==> src/rtl/rasterbar_pkg.sv <==
// Shared types and base colour table for the rasterbar
// sequencer and its bounce sub-block.
package rasterbar_pkg;

    localparam int COLR_W = 12;

    typedef logic [COLR_W-1:0] colr_t;

    localparam colr_t BAR_COLRS [8] = '{
        12'h200, 12'h020, 12'h002, 12'h220,
        12'h202, 12'h022, 12'h222, 12'h210
    };

    typedef enum logic [2:0] {
        IDLE,
        ANIM,
        ARM,
        DRAW,
        DONE
    } state_t;

endpackage

==> src/rtl/rasterbar_seq_if.sv <==
// Sequencer <-> renderer bundle: start pulse, colour, index
// and completion flags travelling between the two.
interface rasterbar_seq_if;
    import rasterbar_pkg::*;

    logic       bar_start;
    colr_t      bar_base_colr;
    logic [2:0] bar_idx;
    logic       seq_done;
    logic       bar_done;

    modport master (
        output bar_start,
        output bar_base_colr,
        output bar_idx,
        output seq_done,
        input  bar_done
    );

    modport slave (
        input  bar_start,
        input  bar_base_colr,
        input  bar_idx,
        input  seq_done,
        output bar_done
    );

endinterface

==> src/rtl/bar_bounce.sv <==
// Bouncing vertical origin: moves by speed once per step,
// clamping at the limits and reversing direction there.
module bar_bounce
    import rasterbar_pkg::*;
#(
    parameter int LINE_W = 10,
    parameter int Y_MIN  = 16,
    parameter int Y_MAX  = 360
) (
    input  logic              clk,
    input  logic              rst_n,
    input  logic              step,
    input  logic [3:0]        speed,
    output logic [LINE_W-1:0] origin
);

    localparam logic [LINE_W:0] LO = (LINE_W+1)'(Y_MIN);
    localparam logic [LINE_W:0] HI = (LINE_W+1)'(Y_MAX);

    logic              dir_up;
    logic              dir_d;
    logic [LINE_W-1:0] origin_d;
    logic [LINE_W:0]   ext;
    logic [LINE_W:0]   spd;
    logic [LINE_W:0]   sum;
    logic [LINE_W:0]   dif;

    assign ext = {1'b0, origin};
    assign spd = (LINE_W+1)'(speed);
    assign sum = ext + spd;
    assign dif = ext - spd;

    // next origin/direction; top bit of dif is its sign
    always_comb begin
        origin_d = origin;
        dir_d    = dir_up;
        if (step) begin
            if (!dir_up) begin
                if (sum > HI) begin
                    origin_d = HI[LINE_W-1:0];
                    dir_d    = 1'b1;
                end else begin
                    origin_d = sum[LINE_W-1:0];
                end
            end else begin
                if (dif[LINE_W] || dif < LO) begin
                    origin_d = LO[LINE_W-1:0];
                    dir_d    = 1'b0;
                end else begin
                    origin_d = dif[LINE_W-1:0];
                end
            end
        end
    end

    // origin and direction registers
    always_ff @(posedge clk or negedge rst_n) begin
        if (!rst_n) begin
            origin <= LO[LINE_W-1:0];
            dir_up <= 1'b0;
        end else begin
            origin <= origin_d;
            dir_up <= dir_d;
        end
    end

endmodule

==> src/rtl/rasterbar_seq.sv <==
// Per-frame bar sequencer: bounces the origin, then arms
// each bar at its line and waits for the renderer's done.
module rasterbar_seq
    import rasterbar_pkg::*;
#(
    parameter int BAR_CNT = 4,
    parameter int LINE_W  = 10,
    parameter int BAR_GAP = 24,
    parameter int Y_MIN   = 16,
    parameter int Y_MAX   = 360
) (
    input  logic              clk,
    input  logic              rst_n,
    input  logic              frame,
    input  logic              line,
    input  logic [LINE_W-1:0] sy,
    input  logic [3:0]        speed,
    rasterbar_seq_if.master   rif
);

    localparam logic [2:0] LAST = 3'(BAR_CNT - 1);

    state_t            state_q;
    state_t            state_d;
    logic [2:0]        idx_q;
    logic [2:0]        idx_d;
    logic              start_q;
    logic              start_d;
    logic              guard_q;
    logic              done_q;
    logic              done_d;
    colr_t             colr_q;
    colr_t             colr_d;
    logic [LINE_W-1:0] origin;
    logic [LINE_W-1:0] target;
    logic              masked;

    bar_bounce #(
        .LINE_W (LINE_W),
        .Y_MIN  (Y_MIN),
        .Y_MAX  (Y_MAX)
    ) u_bounce (
        .clk    (clk),
        .rst_n  (rst_n),
        .step   (state_q == ANIM),
        .speed  (speed),
        .origin (origin)
    );

    assign target = origin + LINE_W'(int'(idx_q) * BAR_GAP);

    // renderer's done is stale for two cycles after a start
    assign masked = start_q | guard_q;

    // next state; frame overrides everything else
    always_comb begin
        state_d = state_q;
        idx_d   = idx_q;
        start_d = 1'b0;
        colr_d  = colr_q;
        done_d  = done_q;
        if (frame) begin
            state_d = ANIM;
            idx_d   = '0;
            done_d  = 1'b0;
        end else begin
            unique case (state_q)
                IDLE: state_d = IDLE;
                ANIM: state_d = ARM;
                ARM: begin
                    if (line && sy >= target) begin
                        start_d = 1'b1;
                        colr_d  = BAR_COLRS[idx_q];
                        state_d = DRAW;
                    end
                end
                DRAW: begin
                    if (rif.bar_done && !masked) begin
                        if (idx_q == LAST) begin
                            state_d = DONE;
                            done_d  = 1'b1;
                        end else begin
                            idx_d   = idx_q + 3'd1;
                            state_d = ARM;
                        end
                    end
                end
                DONE: done_d = 1'b1;
                default: state_d = IDLE;
            endcase
        end
    end

    // sequencer registers
    always_ff @(posedge clk or negedge rst_n) begin
        if (!rst_n) begin
            state_q <= IDLE;
            idx_q   <= '0;
            start_q <= 1'b0;
            guard_q <= 1'b0;
            done_q  <= 1'b0;
            colr_q  <= '0;
        end else begin
            state_q <= state_d;
            idx_q   <= idx_d;
            start_q <= start_d;
            guard_q <= start_q;
            done_q  <= done_d;
            colr_q  <= colr_d;
        end
    end

    assign rif.bar_start     = start_q;
    assign rif.bar_base_colr = colr_q;
    assign rif.bar_idx       = idx_q;
    assign rif.seq_done      = done_q;

endmodule

==> src/flat_wrapper.sv <==
// flat-port wrapper written by rule: the top's interface ports become plain ports
module rasterbar_seq_flat import rasterbar_pkg::*;
#(
    parameter int BAR_CNT = 4,
    parameter int LINE_W  = 10,
    parameter int BAR_GAP = 24,
    parameter int Y_MIN   = 16,
    parameter int Y_MAX   = 360
)
  (clk, rst_n, frame, line, sy, speed, rif_bar_start, rif_bar_base_colr, rif_bar_idx, rif_seq_done, rif_bar_done);
  rasterbar_seq_if rif_i ();
  input  logic clk;
  input  logic rst_n;
  input  logic frame;
  input  logic line;
  input  logic [LINE_W-1:0] sy;
  input  logic [3:0] speed;
  output wire logic [$bits(rif_i.bar_start)-1:0] rif_bar_start;
  output wire logic [$bits(rif_i.bar_base_colr)-1:0] rif_bar_base_colr;
  output wire logic [$bits(rif_i.bar_idx)-1:0] rif_bar_idx;
  output wire logic [$bits(rif_i.seq_done)-1:0] rif_seq_done;
  input wire logic [$bits(rif_i.bar_done)-1:0] rif_bar_done;
  assign rif_bar_start = rif_i.bar_start;
  assign rif_bar_base_colr = rif_i.bar_base_colr;
  assign rif_bar_idx = rif_i.bar_idx;
  assign rif_seq_done = rif_i.seq_done;
  assign rif_i.bar_done = rif_bar_done;
  rasterbar_seq #(.BAR_CNT(BAR_CNT), .LINE_W(LINE_W), .BAR_GAP(BAR_GAP), .Y_MIN(Y_MIN), .Y_MAX(Y_MAX)) u_core (.clk(clk), .rst_n(rst_n), .frame(frame), .line(line), .sy(sy), .speed(speed), .rif(rif_i));
endmodule
==> config.mk <==
export PLATFORM = sky130hd
export DESIGN_NAME = rasterbar_seq_flat
export DESIGN_NICKNAME = d
export VERILOG_FILES = /design/src/rtl/rasterbar_pkg.sv /design/src/rtl/rasterbar_seq_if.sv /design/src/rtl/bar_bounce.sv /design/src/rtl/rasterbar_seq.sv /design/src/flat_wrapper.sv
export SDC_FILE = /design/constraint.sdc
export NUM_CORES = 1
export LEC_CHECK = 0
export ABC_CLOCK_PERIOD_IN_PS = 6800
export BUFFER_PORTS_ARGS = -buffer_cell sky130_fd_sc_hd__buf_4
export CORE_MARGIN = 10
export CORE_UTILIZATION = 35
export CTS_CLUSTER_DIAMETER = 30
export DETAILED_ROUTE_END_ITERATION = 10
export PLACE_DENSITY_LB_ADDON = 0.12
export SLEW_MARGIN = 0
export SYNTH_ARGS = -nofsm -noshare
export SYNTH_HDL_FRONTEND = slang
export SYNTH_SLANG_ARGS = --single-unit
export TNS_END_PERCENT = 10
==> constraint.sdc <==
create_clock -name clk -period 6.8 [get_ports clk]
set_input_delay 1.36 -clock clk [delete_from_list [all_inputs] [get_ports clk]]
set_output_delay 1.36 -clock clk [all_outputs]
set_load 0.01 [all_outputs]
==> results of run 1 <==
state kept, by name, indices dropped and copies added, names as in the netlist:
signal and cells:
u_core.rif.bar_idx 3, u_core.rif.bar_base_colr 4, u_core.u_bounce.origin 10, u_core.guard_q 1
u_core.rif.bar_start 1, u_core.rif.seq_done 1, u_core.u_bounce.dir_up 1, u_core.state_q 3
cell usage in the layout (no fill, tap or decap), types with 3 or more instances in the layout:
cell,synthesis,routed
nand2b_1,5,5
a211o_1,3,3
o22ai_1,3,3
mux2_2,3,3
buf_4,8,27
a211oi_1,6,6
clkbuf_8,0,3
fa_1,4,4
dfrtp_1,23,23
nor2b_1,3,3
a21o_1,9,9
nand2_1,18,18
conb_1,1,8
o21ai_0,10,10
or4_1,3,3
nand3_1,8,8
inv_1,26,26
xnor2_1,7,7
a31oi_1,8,8
ha_1,30,30
nor2_1,25,25
a21oi_1,22,22
xor2_1,4,4
nor3_1,4,4
nor4_1,3,3
o21bai_1,3,3
mux2i_1,5,5
routing by layer:
layer / GRT usage [%] / wire length, µm / up-vias
met2: 18.8 / 2950 / 66
met1: 15.8 / 3230 / 1002
met5: 0 / 0 / -
met3: 2.07 / 304 / 13
li1: - / - / 1110
met4: 4.80 / 146 / 0
worst min-delay path by stage:
stage | from | end | cells past startpoint
after floorplan | u_core.rif.bar_start$_DFF_PN0_ | u_core.guard_q$_DFF_PN0_ | 0
final | u_core.rif.bar_start$_DFF_PN0_ | u_core.guard_q$_DFF_PN0_ | 0
after detailed placement | u_core.rif.bar_start$_DFF_PN0_ | u_core.guard_q$_DFF_PN0_ | 0
after CTS | u_core.rif.bar_start$_DFF_PN0_ | u_core.guard_q$_DFF_PN0_ | 0
after global routing | u_core.rif.bar_start$_DFF_PN0_ | u_core.guard_q$_DFF_PN0_ | 0
after global placement | u_core.rif.bar_start$_DFF_PN0_ | u_core.guard_q$_DFF_PN0_ | 0
cell type report:
class | instances | area, µm²
Fill cell | 758 | 4310
Multi-Input combinational cell | 238 | 1770
Sequential cell | 24 | 602
Timing Repair Buffer | 27 | 203
Tap cell | 99 | 124
Inverter | 26 | 97.6
Clock buffer | 3 | 41.3
Clock inverter | 1 | 30.0
metrics by stage:
step                      worst slack, ns  hold WS [ns]  cells  area [µm²]  utilization (%)
final                                2.85         0.417    418        2870             39.9
after global placement               2.76         0.395    414        2800             39.0
after CTS                            2.85         0.424    418        2870             39.9
after global routing                 2.50         0.434    418        2870             39.9
after floorplan                      3.19         0.435    306        2570                -
after detailed placement             2.76         0.407    414        2800             39.0
kinds of logic (layout without fill, tap and decap cells):
group	after synthesis	count (layout)	synth area share [%]
other cells	1	8	0.147
buf+inv	44	57	7.87
mux	8	8	3.29
xor+xnor	11	11	3.79
compound gates	90	90	25.6
fa+ha+maj	34	34	17.9
simple gates	87	87	17.7
flops	24	24	23.6
worst max-delay path, delay by kind of cell, from the launching register on:
family	cells	cell delay, ns
adder cells (fa/ha/maj)	4	1.33
AO/OA/AOI/OAI	5	0.97
flip-flops	1	0.51
AND/OR/NAND/NOR	2	0.46
multiplexers	1	0.38
XOR/XNOR	1	0.19
power by group through the flow:
stage,Sequential [µW],Combinational (µW),Clock (µW)
2_1_floorplan,228,536,0
5_1_grt,283,750,145
6_report,274,660,134
4_1_cts,272,660,137
3_5_place_dp,275,655,0
3_3_place_gp,276,661,0
==> metrics, run 1 <==
CP startpoint=u_core.rif.bar_idx[0]$_DFFE_PN0P_; Setup Crit Path Kind=reg2reg; r2r setup slk=2.85 ns; setup TNS=0 ns; fin crit share=58.0%; grt ovf=0; leading area contributor after synthesis=dfrtp_1; arrival time worst endpoint=4.12 ns; PortBufs=27; Worst Tran Pin Value=1.09 ns; initial antenna violation count=0; DR vias=2191; synth warn=0; vias in the first global route=2139; TritonCTS buffer count=3; Clk Latency, worst-skew pair=0.28 ns; Root Driver=clkbuf_8; number of synthesized flops with an enable pin=0; top post-synthesis cells by area=dfrtp_1 23%, ha_1 15%, a21oi_1 4.3%; Worst VDD drop=0.109 mV; Yosys cell types=65; Crit path largest cell delay=0.51 ns; Min Clock Period, post-route=3.95 ns; sw power=531 µW; post-CTS setup buffers=0; final WL=6630 µm; # resized after CTS=0; flops & latches, synth=24; worst r2r dst=u_core.rif.bar_base_colr[9]$_DFFE_PN0P_; DRC errors left=0; Total GRT Usage=a little under an eighth; first-pass GRT wire length=11000 µm; post-route ant nets=0; htree depth=1; Post-synth top cells=30 x ha_1, 26 x inv_1, 25 x nor2_1; CTS Hold Bufs=0; Pre-Repair DR Iteration Count=5; Hold Crit Class=reg2reg; Worst Setup Start Kind=register; Critical Path RT=around 7.0 ns; Syn Inst Count=299; top cell type's share of synthesized area=22.6%; core area=0.00718 mm²; CP endpoint=u_core.rif.bar_base_colr[9]$_DFFE_PN0P_; Seq/Total Area, Yosys=23.6%; critical path's slowest cell=dfrtp_1; Final Max Slew Viols=0; total inserted antenna cells=0; Initial Util=35.5%; top-count cell post-synth=ha_1; # rows=31; FF-to-FF Start=u_core.rif.bar_idx[0]$_DFFE_PN0P_; Layout area overhead=12.6%; drt first-iter violations=207; hpwl dp=5220 µm; Flop pwr share=25.7%; layout cells sized above 1=roughly 16%; full die area=0.0111 mm²; total power=1070 µW; most used flip-flop cell after synthesis=dfrtp_1; wire per inst=15.8 µm; Slew headroom=27.0%; CTS clk-pin slew, worst paths=0.10 ns; Die Y=105 µm; IO Pins=36; Layout Skew=0.00219 ns; CTS Buffer Depth=2; crit path max fanout=7; status=completed; syn_area_per_cell=8.51 µm²; pin count of the biggest net entering global routing=25; die width=105 µm; clock sinks=24; combinational power share=61.8%; final setup violation count=0; vias per cell=5.24; CP Cell Sequence=ha_1 > fa_1 > ha_1 > a21o_1 > a21oi_1 > xor2_1 > ha_1 > a21o_1 > a21o_1 > nor3_1 > o21ai_0 > nand4_1 > mux2_2; Sw Ratio=49.7%; Crit. End Element=register; internal power=537 µW; pwr dens=373 mW/mm²; # nets final=373; RSZ-0062 raised after global routing=false; max-cap check violation count=0; global placer's final weighted congestion=0.842; power share of the clock group=12.6%; fmax=approximately 250 MHz; Reg2Reg Depth=13; Post-Syn Area=0.00254 mm²; Pleak=0.00139 µW; Async S/R FF share, synth=between 90% and 100%; CTS tree=done; Final Hold Viols=0
(Power assumes the default switching activity.)
==> run 2: changes to the inputs <==
Settings changed: ABC_AREA from default to 1, ABC_CLOCK_PERIOD_IN_PS 6800 to 3300.
Clock period 6.8 ns to 3.3 ns, I/O delays scaled along.
==> metrics, run 2 <==
flops & latches, synth=24 (unchanged); fmax=310 MHz (+22%); core area=0.00729 mm² (+1.6%); final WL=6900 µm (+4.1%); arrival time worst endpoint=3.38 ns (-0.74 ns); Setup Crit Path Kind=reg2reg; layout cells sized above 1=19.2% (+3.3 points); Critical Path RT=3.45 ns (-3.53 ns); crit path max fanout=4 (-3); Worst Tran Pin Value=0.548 ns (-0.544 ns); commonest non-fill, non-tap cells in the layout=108 x nand2_1, 51 x inv_1, 37 x buf_4; Post-synth top cells=110 x nand2_1, 52 x inv_1, 38 x nand3_1; wire per inst=13.3 µm (-16%); Crit path largest cell delay=0.55 ns (+0.04 ns); met1 usage=16.5% (+0.71 points); synth warn=0 (unchanged); clock sinks=24 (unchanged); syn_area_per_cell=6.80 µm² (-20%); max-cap check violation count=0 (unchanged); Worst Setup Start Kind=register; Pre-Repair DR Iteration Count=4 (-1); pwr dens=744 mW/mm² (+100%); PortBufs=27 (unchanged); vias in the first global route=2439 (+14%); critical path's slowest cell=fa_2; post-route ant nets=0 (unchanged); Initial Util=36.1% (+0.62 points); status=completed; top cell type's share of synthesized area=21.9% (-0.74 points); DR vias=2505 (+14%); die width=107 µm (+1.4%); final core occ=42.4% (+2.5 points); Clk Latency, worst-skew pair=0.27 ns (about the same); grt ovf=0 (unchanged); Top Family by Delay on Critical Path=adder cells; Seq/Total Area, Yosys=22.9% (-0.78 points); Syn Inst Count=387 (+29%); top post-synthesis cells by area=dfrtp_1 22%, nand2_1 16%, ha_1 14%; Root Driver=clkbuf_8; fin crit share=97.7% (+40 points); max reg flops=10 (unchanged); number of synthesized flops with an enable pin=0 (unchanged); Post-Syn Area=0.00263 mm² (+3.4%); CTS clk-pin slew, worst paths=0.09 ns (about the same); final setup violation count=0 (unchanged); vias per cell=4.82 (-8.1%); # rows=31 (unchanged); # nets final=475 (+27%); Async S/R FF share, synth=100% (unchanged); grt peak-use layer=met2; IO Pins=36 (unchanged); leading area contributor after synthesis=dfrtp_1; htree depth=1 (unchanged); CTS Buffer Depth=2 (unchanged); TritonCTS buffer count=3 (unchanged); CP Cell Sequence=ha_2 > fa_2 > ha_4 > a21oi_1 > and2_1 > inv_1 > a21oi_2 > o21ai_1 > xor2_1 > ha_1 > nand2_2 > nor2_4 > o211ai_1 > o2111ai_2 > nand2_1 > nand2_1 > o21ai_1 > a21oi_1; global placer's final weighted congestion=0.889 (+5.6%); Final Hold Viols=0 (unchanged); Min Clock Period, post-route=3.22 ns (-0.721 ns); full die area=0.0114 mm² (+2.7%); RSZ-0062 raised after global routing=true; Hold Crit Class=in2async; top-count cell post-synth=nand2_1; Die Y=107 µm (+1.4%); CTS tree=done; initial antenna violation count=0 (unchanged); Total GRT Usage=12.2% (+0.22 points); hpwl dp=5740 µm (+9.9%); M2 GR Usage=19.4% (+0.65 points); drt first-iter violations=104 (-50%); Place WS=-0.0944 ns (-2.85 ns); Crit. End Element=register; first-pass GRT wire length=11700 µm (+5.6%); most used flip-flop cell after synthesis=dfrtp_1; final setup margin=0.0752 ns (-2.78 ns); Yosys cell types=40 (-38%); Pleak=0.00170 µW (+22%); Slew headroom=63.0% (+36 points); total inserted antenna cells=0 (unchanged); Layout Skew=0.00831 ns (+0.00612 ns); commonest non-fill, non-tap cell in the layout=nand2_1; DRC errors left=0 (unchanged); Reg with most FFs=u_core.u_bounce.origin; Buf/Inv on CP=1 (+1); Final Max Slew Viols=0 (unchanged); GR met3 Demand/Resource=2.93% (+0.86 points); Layout area overhead=17.5%; Worst VDD drop=0.178 mV (+63%); pin count of the biggest net entering global routing=25 (unchanged)
run 2: repair_timing:
action,in CTS,in global routing
hold endpoints to repair,0,0
hold buffers,0,0
cloned,0,0
pin swaps,3,9
resized for setup,3,13
setup endpoints to repair,6,7
buffers inserted,1,1
run 2: cell type report:
cell class,instances,area (µm²)
repair buffers,37,278
multi-input cells,300,1810
clock inverters,1,30.0
clock buffers,3,41.3
fillers,823,4200
inverters,56,213
flip-flops and latches,24,602
well taps,99,124
run 2: worst paths after layout:
path                                              startpoint                                     to  slack (ns)  depth (start not counted)
setup / recovery           u_core.rif.bar_idx[0]$_DFFE_PN0P_          u_core.state_q[0]$_DFFE_PN0P_        0.08                         18
hold / removal                                         rst_n  u_core.u_bounce.origin[5]$_DFFE_PN0N_        0.27                          1
setup reg to reg           u_core.rif.bar_idx[0]$_DFFE_PN0P_          u_core.state_q[0]$_DFFE_PN0P_        0.08                         18
hold reg to reg               u_core.rif.bar_start$_DFF_PN0_               u_core.guard_q$_DFF_PN0_        0.42                          0
max in group asynchronous                              rst_n  u_core.u_bounce.origin[4]$_DFFE_PN1N_        2.73                          1
min in group clk              u_core.rif.bar_start$_DFF_PN0_               u_core.guard_q$_DFF_PN0_        0.42                          0
run 2: worst reg2reg max path: stages (launching register included):
cell       delay [ns]
dfrtp_1          0.39
ha_2             0.20
fa_2             0.55
ha_4             0.21
a21oi_1          0.13
and2_1           0.15
inv_1            0.05
a21oi_2          0.11
o21ai_1          0.07
xor2_1           0.14
ha_1             0.30
nand2_2          0.12
nor2_4           0.05
o211ai_1         0.10
o2111ai_2        0.23
nand2_1          0.11
nand2_1          0.07
o21ai_1          0.08
a21oi_1          0.05
run 2: cell families after synthesis:
kind of cell / after synthesis / synth area share, %
other: 1 / 0.143
flip-flops: 24 / 22.9
buffers and inverters: 70 / 12.0
XOR/XNOR: 9 / 3.00
AND/OR/NAND/NOR: 202 / 34.0
AO/OA/AOI/OAI: 47 / 10.7
adder cells (fa/ha/maj): 34 / 17.3
run 2: where the power goes:
group	switching (µW)	internal, µW	leakage, µW	total (µW)
Combinational	963	573	0.00137	1540
Clock	96.3	162	0.0000357	259
Sequential	126	380	0.000294	506
Total	1190	1120	0.00170	2300
run 2: through the flow:
| stage | instances | area (µm²) | setup TNS [ns] | hold WS, ns | power (µW) |
|---|---|---|---|---|---|
| floorplan | 394 | 2660 | 0 | 0.364 | 1620 |
| global placement | 514 | 2950 | 0 | 0.412 | 1980 |
| detailed placement | 514 | 2950 | -0.343 | 0.396 | 1990 |
| CTS | 519 | 3050 | 0 | 0.275 | 2290 |
| global route | 520 | 3090 | -0.624 | 0.284 | 2570 |
| finish | 520 | 3090 | 0 | 0.274 | 2300 |
run 2: layer usage:
metal  vias to the layer above  routed length, µm
li1                       1295                  -
met1                      1161               3470
met2                        46               3090
met3                         3                323
met4                         0                 17
met5                         -                  0
